`src/rtl/truth_table_scanner.sv`:
```
// rtl/truth_table_scanner.sv - exhaustive truth-table sweep and compare engine for a gate DUT
// Optional early abort on first mismatch: TRUTH_TABLE_SCANNER_ABORT_EN
`timescale 1ns/1ps
module truth_table_scanner #(
  parameter int unsigned                N_INPUTS = 4,
  parameter logic [(1<<N_INPUTS)-1:0]   EXPECTED = 16'h8000,
  parameter int unsigned                SETTLE   = 1
) (
  input  logic                clk,
  input  logic                rst_n,
  input  logic                start,
  output logic [N_INPUTS-1:0] vec_out,
  input  logic                y_in,
  output logic                busy,
  output logic                done,
  output logic                pass,
  output logic [N_INPUTS:0]   err_count,
  output logic [N_INPUTS-1:0] first_err_idx
);

  localparam logic [1:0] S_IDLE   = 2'd0;
  localparam logic [1:0] S_RUN    = 2'd1;
  localparam logic [1:0] S_FINISH = 2'd2;

  localparam int unsigned                 DEPTH      = 1 << N_INPUTS;
  localparam logic [DEPTH-1:0]            L_TABLE    = EXPECTED;
  localparam logic [N_INPUTS-1:0]         L_LAST_VEC = '1;
  localparam logic [7:0]                  L_LAST_CNT = 8'(SETTLE - 1);
  localparam logic [N_INPUTS-1:0]         L_VEC_ONE  = N_INPUTS'(1);
  localparam logic [N_INPUTS:0]           L_ERR_ZERO = '0;

  logic [1:0]          r_state;
  logic [N_INPUTS-1:0] r_vec;
  logic [7:0]          r_cnt;
  logic [N_INPUTS:0]   r_err;
  logic [N_INPUTS-1:0] r_first;
  logic                r_pass;

  logic                w_sample;
  logic                w_mismatch;
  logic                w_last_vec;
  logic                w_end_scan;
  logic [N_INPUTS:0]   w_err_next;

  // The compare happens on the last cycle of each settle window
  assign w_sample   = (r_state == S_RUN) && (r_cnt == L_LAST_CNT);
  assign w_mismatch = w_sample && (y_in != L_TABLE[r_vec]);
  assign w_last_vec = (r_vec == L_LAST_VEC);
  assign w_err_next = r_err + {{N_INPUTS{1'b0}}, w_mismatch};

`ifdef TRUTH_TABLE_SCANNER_ABORT_EN
  assign w_end_scan = w_sample && (w_last_vec || w_mismatch);
`else
  assign w_end_scan = w_sample && w_last_vec;
`endif

  always_ff @(posedge clk) begin
    if (!rst_n) begin
      r_state <= S_IDLE;
      r_vec   <= '0;
      r_cnt   <= '0;
      r_err   <= '0;
      r_first <= '0;
      r_pass  <= 1'b0;
    end else begin
      case (r_state)
        S_IDLE: begin
          if (start) begin
            r_state <= S_RUN;
            r_vec   <= '0;
            r_cnt   <= '0;
            r_err   <= '0;
            r_first <= '0;
            r_pass  <= 1'b0;
          end
        end
        S_RUN: begin
          if (w_mismatch) begin
            r_err <= w_err_next;
            if (r_err == L_ERR_ZERO) r_first <= r_vec;
          end
          // vec_out is left untouched on the way out so it shows the last vector tested
          if (w_end_scan) begin
            r_state <= S_FINISH;
            r_pass  <= (w_err_next == L_ERR_ZERO);
          end else if (w_sample) begin
            r_vec <= r_vec + L_VEC_ONE;
            r_cnt <= '0;
          end else begin
            r_cnt <= r_cnt + 8'd1;
          end
        end
        S_FINISH: r_state <= S_IDLE;
        default:  r_state <= S_IDLE;
      endcase
    end
  end

  assign vec_out       = r_vec;
  assign busy          = (r_state == S_RUN);
  assign done          = (r_state == S_FINISH);
  assign pass          = r_pass;
  assign err_count     = r_err;
  assign first_err_idx = r_first;

endmodule

```
`config.mk`:
```
export PLATFORM = sky130hd
export DESIGN_NAME = truth_table_scanner
export DESIGN_NICKNAME = d
export VERILOG_FILES = /design/src/rtl/truth_table_scanner.sv
export SDC_FILE = /design/constraint.sdc
export NUM_CORES = 1
export LEC_CHECK = 0
export CORE_UTILIZATION = 45
export DETAILED_ROUTE_END_ITERATION = 6
export PLACE_DENSITY = 0.69
export REMOVE_ABC_BUFFERS = 1
export SLEW_MARGIN = 20
export SYNTH_ARGS = -nofsm -noshare
export SYNTH_HDL_FRONTEND = slang
export SYNTH_SLANG_ARGS = --single-unit
```
`constraint.sdc`:
```
create_clock -name clk -period 2.96 [get_ports clk]
set_clock_uncertainty 0.15 [all_clocks]
set_input_delay 0.592 -clock clk [delete_from_list [all_inputs] [get_ports clk]]
set_output_delay 0.592 -clock clk [all_outputs]
set_load 0.02 [all_outputs]
```
==> impl_metrics.json <==
{
  "status": "finished, final reports clean",
  "fin_util_pct": 57.49,
  "setup.worst_path.start_class": "register",
  "vias": 1165,
  "portBuffers": 19,
  "wire_per_inst_um": 13.93,
  "yosysTopAreaCell": "dfxtp_1",
  "dr.pass1.iters": 4,
  "fp-row-count": 19,
  "relSlewSlack_pct": 61.49,
  "synth.distinct_cells": 42,
  "fin_crit_sh_pct": 93.19,
  "power.density_cell_area_nw_per_um2": 379.2,
  "clk_pin_slew_ps": 160,
  "hold_class": "register to register",
  "ys_seq_elements": 25,
  "seqCellArea_um2": 500.5,
  "drc": 0,
  "setup_violations": 0,
  "p_total_mw": 0.6011,
  "hold_viol_final": 0,
  "endpoint_kind": "register",
  "cts_sinks": 25,
  "fp.dieH_um": 55.91,
  "dieArea_um2": 3125,
  "synth.yosys.warnings": 0,
  "grt_pass1_wl_um": 4636,
  "synth_area_leaders": "dfxtp_1 38%, nor2_1 5.7%, nand2_1 5.2%, ha_1 4.8%, xor2_1 4.7%",
  "path_class": "register to register",
  "max-cap-violations": 0,
  "layout.nets": 184,
  "drive_gt1_share_pct": 10.34,
  "syn_area_per_cell_um2": 8.717,
  "ctsLongestPathBuffers": 2,
  "root_buffer": "clkbuf_4",
  "grt_start_max_net_pins": 16,
  "cp.required_ps": 3070,
  "routed_wl_um": 2855,
  "synth_seq_area_share_pct": 38.28,
  "fp.coreArea_um2": 2758,
  "yosysTopAreaCellShare_pct": 38.28,
  "cp_max_fo": 4,
  "worstPathArrival_ps": 2870,
  "grt_pass1_vias": 1063,
  "slew_viol_final": 0,
  "numCtsBuffers": 3,
  "rsz0062_at_grt": "no",
  "r2r_setup_slack_ps": 200,
  "via_per_inst": 5.683,
  "ir_worst_vdd_uv": 275.2,
  "ant_nets": 0,
  "syn_inst": 150,
  "timing.final.crit_period_ps": 2758,
  "nFillCells": 256,
  "grt-ovfl-total": 0,
  "tns_ps": 0,
  "ios": 20,
  "multiInputGateArea_um2": 773.2,
  "syn_area_um2": 1308,
  "antenna_cells": 0,
  "first_iter_violations": 37,
  "die_w_um": 55.91,
  "gp_congestion": 0.7924,
  "fmax_ghz": 0.3625,
  "track_usage_pct": 18.75,
  "antenna_found_initial": 0,
  "power.leakage_nw": 0.6058,
  "initial_core_util_pct": 47.41,
  "cts_setup_buffers": 0,
  "syn2layout_area_growth_pct": 21.24,
  "clk_latency_ps": 330,
  "cts_tree": "done",
  "dp_hpwl_um": 2136,
  "ctsHtreeMaxLevel": 1,
  "worstMarginPinSlew_ps": 572.9
}
## critical path, stage by stage (launching register included)
cell and delay [ps]:
dfxtp_1 370, inv_1 70, ha_1 140, or4b_4 510
nor4_4 290, ha_1 230, ha_2 220, nand3_1 100
xor2_1 190, nand2_1 100, nor4_2 170, o2bb2ai_1 150
## Yosys cell counts (all sizes together)
| master | instances |
|---|---|
| a21oi | 1 |
| a221o | 1 |
| a31oi | 4 |
| a32oi | 1 |
| and2 | 1 |
| and3 | 3 |
| buf | 2 |
| clkbuf | 1 |
| clkinv | 2 |
| dfxtp | 25 |
| ha | 5 |
| inv | 4 |
| mux2 | 1 |
| mux2i | 6 |
| nand2 | 19 |
| nand2b | 2 |
| nand3 | 9 |
| nand4 | 5 |
| nor2 | 20 |
| nor2b | 2 |
| nor3 | 5 |
| nor3b | 3 |
| nor4 | 3 |
| nor4b | 2 |
| o21ai | 4 |
| o21ba | 1 |
| o21bai | 1 |
| o22ai | 1 |
| o2bb2ai | 1 |
| o31ai | 1 |
| or2 | 1 |
| or3 | 1 |
| or4 | 1 |
| or4b | 1 |
| xnor2 | 3 |
| xor2 | 7 |
## cells in the final DEF, fill, tap and decap left out, types with 3 or more instances in the layout
cell type,n
nand2_1,18
mux2i_1,6
nand4_1,5
ha_1,4
o21ai_0,4
nor3b_1,3
clkbuf_4,3
nand3_1,9
buf_4,4
xnor2_1,3
nor3_1,4
dfxtp_1,25
inv_1,4
and3_1,3
nor2_1,20
clkdlybuf4s50_1,19
xor2_1,7
a31oi_1,4
## per-layer routing
metal  track usage (%)  wire [um]  vias to the layer above
met5                 0          0                        -
met4             6.272         31                        0
met1             24.93       1308                      559
met3             2.093         95                        4
li1                  -          -                      577
met2             31.84       1420                       25
## final cells by class
type,count,share of cell area [%]
multi-input combinational,116,48.78
sequential,25,31.57
timing repair buffer,23,13.89
tap,31,2.447
clock buffer,3,1.421
inverter,6,1.421
clock inverter,1,0.4736
## sequential cells by signal, summed over array words and instances (netlist names), named ones only
| register | count |
|---|---|
| r_cnt | 8 |
| vec_out | 4 |
| r_state | 2 |
| err_count | 5 |
| pass | 1 |
| first_err_idx | 4 |
## report_power, final
part / total, mW / leakage [nW] / internal [mW] / switching, mW
combinational: 0.0895 / 0.390 / 0.0383 / 0.0512
clock: 0.163 / 0.0139 / 0.0517 / 0.112
sequential: 0.348 / 0.202 / 0.342 / 0.00640
## worst paths after layout
path,from,depth (start not counted),end
max,r_cnt[0]$_SDFFE_PN0P_,11,pass$_SDFFE_PN0P_
min,first_err_idx[2]$_SDFFE_PN0P_,2,first_err_idx[2]$_SDFFE_PN0P_
max reg2reg,r_cnt[0]$_SDFFE_PN0P_,11,pass$_SDFFE_PN0P_
min reg2reg,first_err_idx[2]$_SDFFE_PN0P_,2,first_err_idx[2]$_SDFFE_PN0P_
## per-stage QoR
step | area (um^2) | worst slack (ps) | std cells | hold slack, ps
finish | 1585 | 201.5 | 205 | 325.7
global route | 1585 | 31.51 | 205 | 353.5
CTS | 1577 | 149.1 | 205 | 329.0
detailed placement | 1546 | 208.2 | 201 | 309.2
global placement | 1546 | 267.4 | 201 | 296.0
floorplan | 1287 | 366.5 | 147 | 299.0
## cell families after synthesis
logic type	Yosys count	share of synthesized area [%]
muxes	7	5.741
and+or+nand+nor	78	32.92
buffers and inverters	9	3.253
xor gates and xnor gates	10	6.699
AOI/OAI and AO/OA	16	8.326
DFF	25	38.28
adders and majority gates	5	4.785
## timing repair
item	in CTS	in global routing
setup endpoints to repair	0	1
hold buffers	0	0
gates resized for setup	0	2
Note: power is estimated with default switching activity, not from simulation.
